<file path="src/rtl/dmem_arbiter.sv">
// -----------------------------------------------------------------------------
// dmem_arbiter
//   Shares one single-port data memory between requester 0 (CPU load/store)
//   and requester 1 (loader/debug). Each requester uses a valid/ready
//   handshake. When both compete, the winner is chosen round-robin or by
//   fixed priority. Read data is registered and returned one cycle after
//   acceptance. A requester may hold a lock for an atomic read-modify-write.
//   The lock is force-released after LOCK_TIMEOUT idle cycles of its owner.
//
// Ports
//   clk, rst_n                 clock, synchronous active-low reset
//   req_valid/we/lock[1:0]     per-requester request, write enable, lock
//   req_addr0/1, req_wdata0/1  per-requester address and write data
//   req_ready[1:0]             grant (one-hot or zero)
//   rsp_valid[1:0]             one-cycle read-response pulse
//   rsp_rdata0/1               registered read data, held until next response
//   mem_address/data_write     to memory, winner's address and data
//   mem_read, mem_write        to memory strobes
//   mem_data_read              from memory (combinational read)
//   lock_timeout               one-cycle pulse on a forced lock release
// -----------------------------------------------------------------------------
module dmem_arbiter #(
  parameter int ADDR_W        = 16,
  parameter int DATA_W        = 16,
  parameter int PRIORITY_MODE = 0,
  parameter int LOCK_TIMEOUT  = 255
) (
  input  logic              clk,
  input  logic              rst_n,
  input  logic [1:0]        req_valid,
  input  logic [1:0]        req_we,
  input  logic [1:0]        req_lock,
  input  logic [ADDR_W-1:0] req_addr0,
  input  logic [ADDR_W-1:0] req_addr1,
  input  logic [DATA_W-1:0] req_wdata0,
  input  logic [DATA_W-1:0] req_wdata1,
  output logic [1:0]        req_ready,
  output logic [1:0]        rsp_valid,
  output logic [DATA_W-1:0] rsp_rdata0,
  output logic [DATA_W-1:0] rsp_rdata1,
  output logic [ADDR_W-1:0] mem_address,
  output logic [DATA_W-1:0] mem_data_write,
  output logic              mem_read,
  output logic              mem_write,
  input  logic [DATA_W-1:0] mem_data_read,
  output logic              lock_timeout
);

  // Counter is at least 8 bits, wider only if the timeout needs it.
  localparam int CNT_W = (LOCK_TIMEOUT > 255) ? $clog2(LOCK_TIMEOUT + 1) : 8;
  localparam logic [CNT_W-1:0] TIMEOUT_LAST =
    CNT_W'((LOCK_TIMEOUT > 0) ? LOCK_TIMEOUT - 1 : 0);

  typedef enum logic [1:0] {
    ST_IDLE  = 2'd0,
    ST_LOCK0 = 2'd1,
    ST_LOCK1 = 2'd2
  } state_t;

  state_t            r_state;
  logic              r_last_grant;
  logic [CNT_W-1:0]  r_cnt;
  logic [1:0]        r_rsp_valid;
  logic [DATA_W-1:0] r_rdata0;
  logic [DATA_W-1:0] r_rdata1;
  logic              r_lock_timeout;

  logic [1:0]        w_grant;
  logic              w_any;
  logic              w_sel;   // 1 when requester 1 is the winner
  logic              w_we;
  logic              w_lock;

  // NOTE: every output of a combinational block gets a default first so that
  // no path leaves it unassigned, which would infer a latch.
  always_comb begin
    w_grant = 2'b00;
    // Gating on rst_n keeps the memory quiet while reset is held.
    if (rst_n) begin
      case (r_state)
        ST_IDLE: begin
          if (req_valid == 2'b11) begin
            if (PRIORITY_MODE != 0) w_grant = 2'b01;
            else                    w_grant = r_last_grant ? 2'b01 : 2'b10;
          end else begin
            w_grant = req_valid;
          end
        end
        ST_LOCK0: w_grant = {1'b0, req_valid[0]};
        ST_LOCK1: w_grant = {req_valid[1], 1'b0};
        default:  w_grant = 2'b00;
      endcase
    end
  end

  assign w_any  = |w_grant;
  assign w_sel  = w_grant[1];
  assign w_we   = w_sel ? req_we[1]   : req_we[0];
  assign w_lock = w_sel ? req_lock[1] : req_lock[0];

  assign req_ready      = w_grant;
  assign mem_address    = w_any ? (w_sel ? req_addr1  : req_addr0)  : '0;
  assign mem_data_write = w_any ? (w_sel ? req_wdata1 : req_wdata0) : '0;
  assign mem_write      = w_any &  w_we;
  assign mem_read       = w_any & ~w_we;

  assign rsp_valid    = r_rsp_valid;
  assign rsp_rdata0   = r_rdata0;
  assign rsp_rdata1   = r_rdata1;
  assign lock_timeout = r_lock_timeout;

  // NOTE: sequential state uses non-blocking assignments so every register
  // samples pre-edge values, independent of statement order.
  always_ff @(posedge clk) begin
    if (!rst_n) begin
      r_state        <= ST_IDLE;
      r_last_grant   <= 1'b1;
      r_cnt          <= '0;
      r_rsp_valid    <= 2'b00;
      r_rdata0       <= '0;
      r_rdata1       <= '0;
      r_lock_timeout <= 1'b0;
    end else begin
      r_rsp_valid    <= w_grant & ~req_we;
      r_lock_timeout <= 1'b0;
      if (w_grant[0] && !req_we[0]) r_rdata0 <= mem_data_read;
      if (w_grant[1] && !req_we[1]) r_rdata1 <= mem_data_read;
      if (w_any) r_last_grant <= w_sel;

      case (r_state)
        ST_IDLE: begin
          r_cnt <= '0;
          if (w_any && w_lock) r_state <= w_sel ? ST_LOCK1 : ST_LOCK0;
        end
        ST_LOCK0, ST_LOCK1: begin
          // Only the owner can win here, so no grant means the owner is idle.
          if (w_any) begin
            r_cnt <= '0;
            if (!w_lock) r_state <= ST_IDLE;
          end else if (LOCK_TIMEOUT != 0) begin
            if (r_cnt == TIMEOUT_LAST) begin
              r_state        <= ST_IDLE;
              r_cnt          <= '0;
              r_lock_timeout <= 1'b1;
            end else begin
              r_cnt <= r_cnt + 1'b1;
            end
          end
        end
        default: r_state <= ST_IDLE;
      endcase
    end
  end

endmodule
</file>
<file path="config.mk">
export PLATFORM = sky130hd
export DESIGN_NAME = dmem_arbiter
export DESIGN_NICKNAME = d
export VERILOG_FILES = /design/src/rtl/dmem_arbiter.sv
export SDC_FILE = /design/constraint.sdc
export NUM_CORES = 1
export LEC_CHECK = 0
export BUFFER_PORTS_ARGS = -buffer_cell sky130_fd_sc_hd__buf_2
export CAP_MARGIN = 40
export CORE_ASPECT_RATIO = 0.8
export CORE_MARGIN = 10
export CORE_UTILIZATION = 42
export CTS_CLUSTER_SIZE = 30
export DETAILED_ROUTE_END_ITERATION = 8
export PLACE_DENSITY = 0.9
export SKIP_LAST_GASP = 1
export SYNTH_ARGS = -nofsm -noshare
export SYNTH_HDL_FRONTEND = slang
export SYNTH_SLANG_ARGS = --single-unit
</file>
<file path="constraint.sdc">
create_clock -name clk -period 2.1 [get_ports clk]
set_input_delay 0.21 -clock clk [delete_from_list [all_inputs] [get_ports clk]]
set_output_delay 0.21 -clock clk [all_outputs]
set_load 0.03 [all_outputs]
</file>
* Word-level counts from Yosys, hierarchy flattened
Index checks and enable logic that the tools add are counted.
Widths: inputs -> output; s select.
** Word-level totals
- Output and inout bits :: 71
- Logic and storage cells :: 53
- Register bits :: 46
- Input bits :: 88
** Operators by class
- $add $sub $neg :: 1
- Reduce and logical (&&, ||, !) cells :: 11
- Bitwise gates (word level) :: 7
- Multiplexer cells :: 20
- Equal/unequal tests :: 7
** Operator list (count)
- $mux 16 :: 4
- $mux 2 :: 8
- $mux 8 :: 2
- $pmux 8 s2 :: 1
- $add 8x1->8 const B :: 1
- $eq 8x8->1 const B :: 1
- $ne 3x3->1 const B :: 2
- $pmux 2 s3 :: 1
- $eq 2x2->1 const B :: 2
- $pmux 2 s2 :: 1
- $reduce_or 2->1 :: 2
- $reduce_or 4->1 :: 1
- $logic_and 1x1->1 :: 3
- $mux 1 :: 3
- $not 1->1 :: 3
- $reduce_and 3->1 :: 1
- $and 1x1->1 :: 2
- $and 2x2->2 :: 1
- $eq 2x1->1 const B :: 1
- $logic_not 1->1 :: 2
- $logic_not 2->1 :: 1
- $ne 2x2->1 const B :: 1
- $not 2->2 :: 1
- $reduce_bool 2->1 :: 1

* Logic depth before layout (Yosys ltp)
- Depth in word-level cells :: 8
- Depth in mapped cells :: 11
- Gate-level depth less buffers :: 9

* Worst setup path after synthesis
OpenSTA, ideal clock, no wires.
- Kind :: register -> output
- Start point :: register r_state[0]
- End point :: output mem_read
- Buffers on the path :: 0
- Cell stages (with the launch flop) :: 7
- Path slack :: -0.124 ns
- Required time :: 1.890 ns
- Arrival :: 2.014 ns
- Cells stage by stage :: dfxtp_1 > inv_1 > ha_1 > o21a_2 > nand2_1 > mux2i_1 > a21boi_0
** Between the ends
- Longest elaborated chain between the ends :: 6
- Elaborated cells on any way between the ends :: 9
- Classes of those cells :: eq/ne (2); mux (3); bitwise (2); reduce/logical (2)
** RTL lines
- from (decl) :: line 60 : state_t r_state;
- from (signal assigned) :: line 133 : if (w_any && w_lock) r_state <= w_sel ? ST_LOCK1 : ST_LOCK0;
- $eq 2x2->1 (tied with other cells) :: line 80 : case (r_state)
- $pmux 2 s3 (*) :: line 80
- $mux 2 (*) :: line 79 : if (rst_n) begin
- $mux 1 :: line 98 : assign w_we = w_sel ? req_we[1] : req_we[0];
- $not 1->1 :: line 105 : assign mem_read = w_any & ~w_we;
- $and 1x1->1 (*) :: line 105
- to (decl) :: line 43 : output logic mem_read,
Mark *: on every way between the ends. The rest lies on a longest branch, timed or not.

* Final worst setup path
- Start point :: register r_state[1]
- End point :: output mem_data_write[6]
** Between the ends
- Longest elaborated chain between the ends :: 5
- Elaborated cells on any way between the ends :: 8
- Classes of those cells :: eq/ne (2); mux (4); reduce/logical (2)
** RTL lines
- $eq 2x2->1 (tied with other cells) :: line 80
- $pmux 2 s3 (*) :: line 80
- $mux 2 (*) :: line 79
- $mux 16 / $reduce_or 2->1 (equally long branches) :: line 103, 96
- $mux 16 (*) :: line 103 : assign mem_data_write = w_any ? (w_sel ? req_wdata1 : req_wdata0) : '0;
- to (decl) :: line 42 : output logic [DATA_W-1:0] mem_data_write,
Marked as above.

==> impl_metrics.toml <==
[routing]
initialDrtViolationCount = 140
vias = 2774
first_pass_iters = 4
drtAntennaViolNets = 0
drt-total-wl_mm = 10.92
drcViolationCount = 0
vias_per_cell = 5.234
wl_per_cell_um = 20.61

[clock_network]
clock_latency_ps = 300
cts.path.max_buffers = 2
cts_sinks = 46
cts_made_buffers = 5
cts_root_buf = "clkbuf_8"
cts-htree-levels = 2
cts.reportedPaths.clkPinSlew_ps = 90
cts_tree = "built"

[synth]
async_reset_ff_frac = 0
syn_area_per_cell_um2 = 9.005
synth_cell_types = 47
netlist_instances = 269
netlist_area_mm2 = 0.002422
yosysSeqAreaShare = 0.3802
synthesis.nets = 363
yosys_warnings = 0
synth_edf_count = 0
synth_seq_cells = 46
synth_ff_type = "dfxtp_1"

[power]
seq_power_share = 0.340
power.leakage_nw = 1.838
sw_frac_of_total = 0.3467
p_total_mw = 2.754
p_int_mw = 1.799
ir_worst_vdd_v = 0.0004771
p_switching_mw = 0.9548
power.density_mw_per_mm2 = 689.1
pwr-share-comb = 0.422
clkPwrFrac = 0.238

[min_path]
hold_start = "mem_data_read[11]"
holdPathStages = 3
min_to = "rsp_rdata1[11]$_SDFFE_PN0P_"
min_path_type = "input pin to flip-flop"

[critical_path]
crit_chain = "ha_2 -> and2b_2 -> buf_6 -> nand3_4 -> a21oi_4 -> buf_6 -> a22o_1 -> buf_6"
crit_type = "flip-flop to primary output"
required_ps = 1890
arrival_ps = 2140
cp_common_cell = "buf_6"
critPathTopFamily = "compound AO/OA/AOI/OAI gates"
end_kind = "primary output"
reg2reg_slack_ps = 40
reg2reg_from = "r_state[1]$_SDFFE_PN0P_"
cp_max_fo = 9
rr_worst_depth = 10
max_stage_delay_ps = 380
cp-start-kind = "flip-flop"
slowest_stage = "dfxtp_4"
r2r-end = "r_state[1]$_SDFFE_PN0P_"
cp.buffers_inverters = 3

[layout]
syn_to_final_growth_pct = 64.98
drive_gt1_frac = 0.5521
final_cells = 530
final_common_cell = "buf_2"
layout.nets = 544
final_cell_mix = "buf_2, nand2_1, dfxtp_1, buf_6, a22o_1"

[die]
start_util = 0.4384
row_count = 24
die_y_um = 87.93
die_area_mm2 = 0.009224
core_mm2 = 0.005525
ios = 159
die_w_um = 104.9

[global_route]
grt_pass1_vias = 2818
antenna_found_initial = 0
grt_pass1_wl_mm = 14.90
grt_max_degree = 43
grt-ovfl-total = 0
gr-usage-all-layers = 0.1983

[placed_design]
placed_cells = 501
port_buffers = 158
gp_congestion = 0.8555
hpwl_mm = 7.274

[sta]
finalWorstSetupSlack_ps = -250.7
finalHoldViolCount = 0
slew_viol_final = 0
maxSlewHeadroom = 0.7262
hold_ws_ps = 164.3
setup_violations = 34
worstMarginPinSlew_ps = 409.9
tns_ps = -6674
clock_skew_ps = 10.14
rsz0062_at_grt = "yes"
finalCritPeriodShare = 1.119
fin_crit_ps = 2351
fmax_ghz = 0.4254

[run_status]
violations = "negative setup slack"
run_status = "finished, violations left"

[flow_run]
drv_cap = 0
[final cells by class]
class                           instances  area, µm²
Fill cell                             420       1529
Multi-Input combinational cell        199       1455
Timing Repair Buffer                  191       1356
Sequential cell                        46      928.4
Tap cell                               78      97.59
Clock buffer                            6      72.57
Inverter                                7      46.29
Clock inverter                          2      37.54
Antenna cell                            1      2.502
[per-layer routing]
metal | up-vias | GRT usage | part of all wire
li1 | 1306 | - | -
met4 | 0 | 0.07836 | 0.031
met2 | 100 | 0.3666 | 0.55
met1 | 1340 | 0.2120 | 0.37
met5 | - | 0 | 0
met3 | 28 | 0.05649 | 0.046
[worst min-delay path: cells and delay by family]
family	cells	cell delay, ps
AO/OA/AOI/OAI	1	50
buffers and inverters	1	110
AND/OR/NAND/NOR	1	50
[power by group through the flow]
stage / sequential [mW] / combinational (mW) / clock [mW]
3_3_place_gp: 0.948 / 0.798 / 0
3_5_place_dp: 0.950 / 0.823 / 0
2_1_floorplan: 1.00 / 0.482 / 0
6_report: 0.937 / 1.16 / 0.655
5_1_grt: 0.942 / 1.21 / 0.709
4_1_cts: 0.932 / 1.02 / 0.664
[sequential cells by signal, summed over array words and instances, names as in the netlist]
register      cells
r_cnt             8
rsp_valid         2
rsp_rdata0       16
rsp_rdata1       16
r_last_grant      1
lock_timeout      1
r_state           2
[logic make-up (layout without fill, tap and decap cells)]
| logic type | count (synthesis) | count (layout) | synth area share |
|---|---|---|---|
| compound gates | 80 | 80 | 0.2856 |
| xor+xnor | 6 | 6 | 0.02169 |
| fa+ha+maj | 6 | 6 | 0.03099 |
| buf+inv | 24 | 206 | 0.06301 |
| flops | 46 | 46 | 0.3802 |
| mux | 1 | 1 | 0.004132 |
| other cells | 0 | 1 | 0 |
| simple gates | 106 | 106 | 0.2144 |
[how the worst max path moves through the flow]
| stage | startpoint | end | slack [ps] | depth (start not counted) |
|---|---|---|---|---|
| after floorplan | r_state[0]$_SDFFE_PN0P_ | mem_read | 90 | 6 |
| after global placement | r_state[0]$_SDFFE_PN0P_ | mem_data_write[15] | -410 | 6 |
| after detailed placement | r_state[0]$_SDFFE_PN0P_ | mem_data_write[15] | -140 | 7 |
| after CTS | r_state[0]$_SDFFE_PN0P_ | mem_data_write[15] | -120 | 8 |
| after global routing | r_state[1]$_SDFFE_PN0P_ | mem_data_write[11] | -300 | 8 |
| final | r_state[1]$_SDFFE_PN0P_ | mem_data_write[6] | -250 | 8 |
[Yosys cell counts, types with 2 or more instances]
library cell,number,share of area
xor2_1,5,0.018
a32o_1,2,0.0083
a21boi_0,14,0.043
a21oi_1,2,0.0041
inv_4,2,0.0052
o21a_1,2,0.0062
clkbuf_1,7,0.011
nand2b_2,2,0.0072
a22o_1,32,0.12
buf_6,4,0.019
a21boi_1,10,0.031
and2_1,2,0.0052
nand4_1,2,0.0052
dfxtp_1,46,0.38
nand2_1,62,0.096
inv_1,3,0.0046
ha_1,6,0.031
a21boi_2,11,0.051
nand3_1,5,0.010
nor3b_1,2,0.0062
nor2_1,9,0.014
buf_2,5,0.010
nand2_2,10,0.026
[through the flow]
stage / util / area [µm²] / worst slack [ps]
2_1_floorplan: - / 2422 / 91.16
3_3_place_gp: 0.5990 / 3309 / -414.0
3_5_place_dp: 0.6010 / 3321 / -137.7
4_1_cts: 0.6898 / 3811 / -121.9
5_1_grt: 0.7228 / 3994 / -300.9
6_report: 0.7233 / 3996 / -250.7
[what timing repair did]
item,in CTS,in global routing
buffers inserted,14,3
pin swaps,9,3
gates cloned,1,2
hold buffers,0,0
endpoints found under the setup margin,39,57
resized for setup,75,30
No activity file was read; power rests on OpenSTA's default activity.
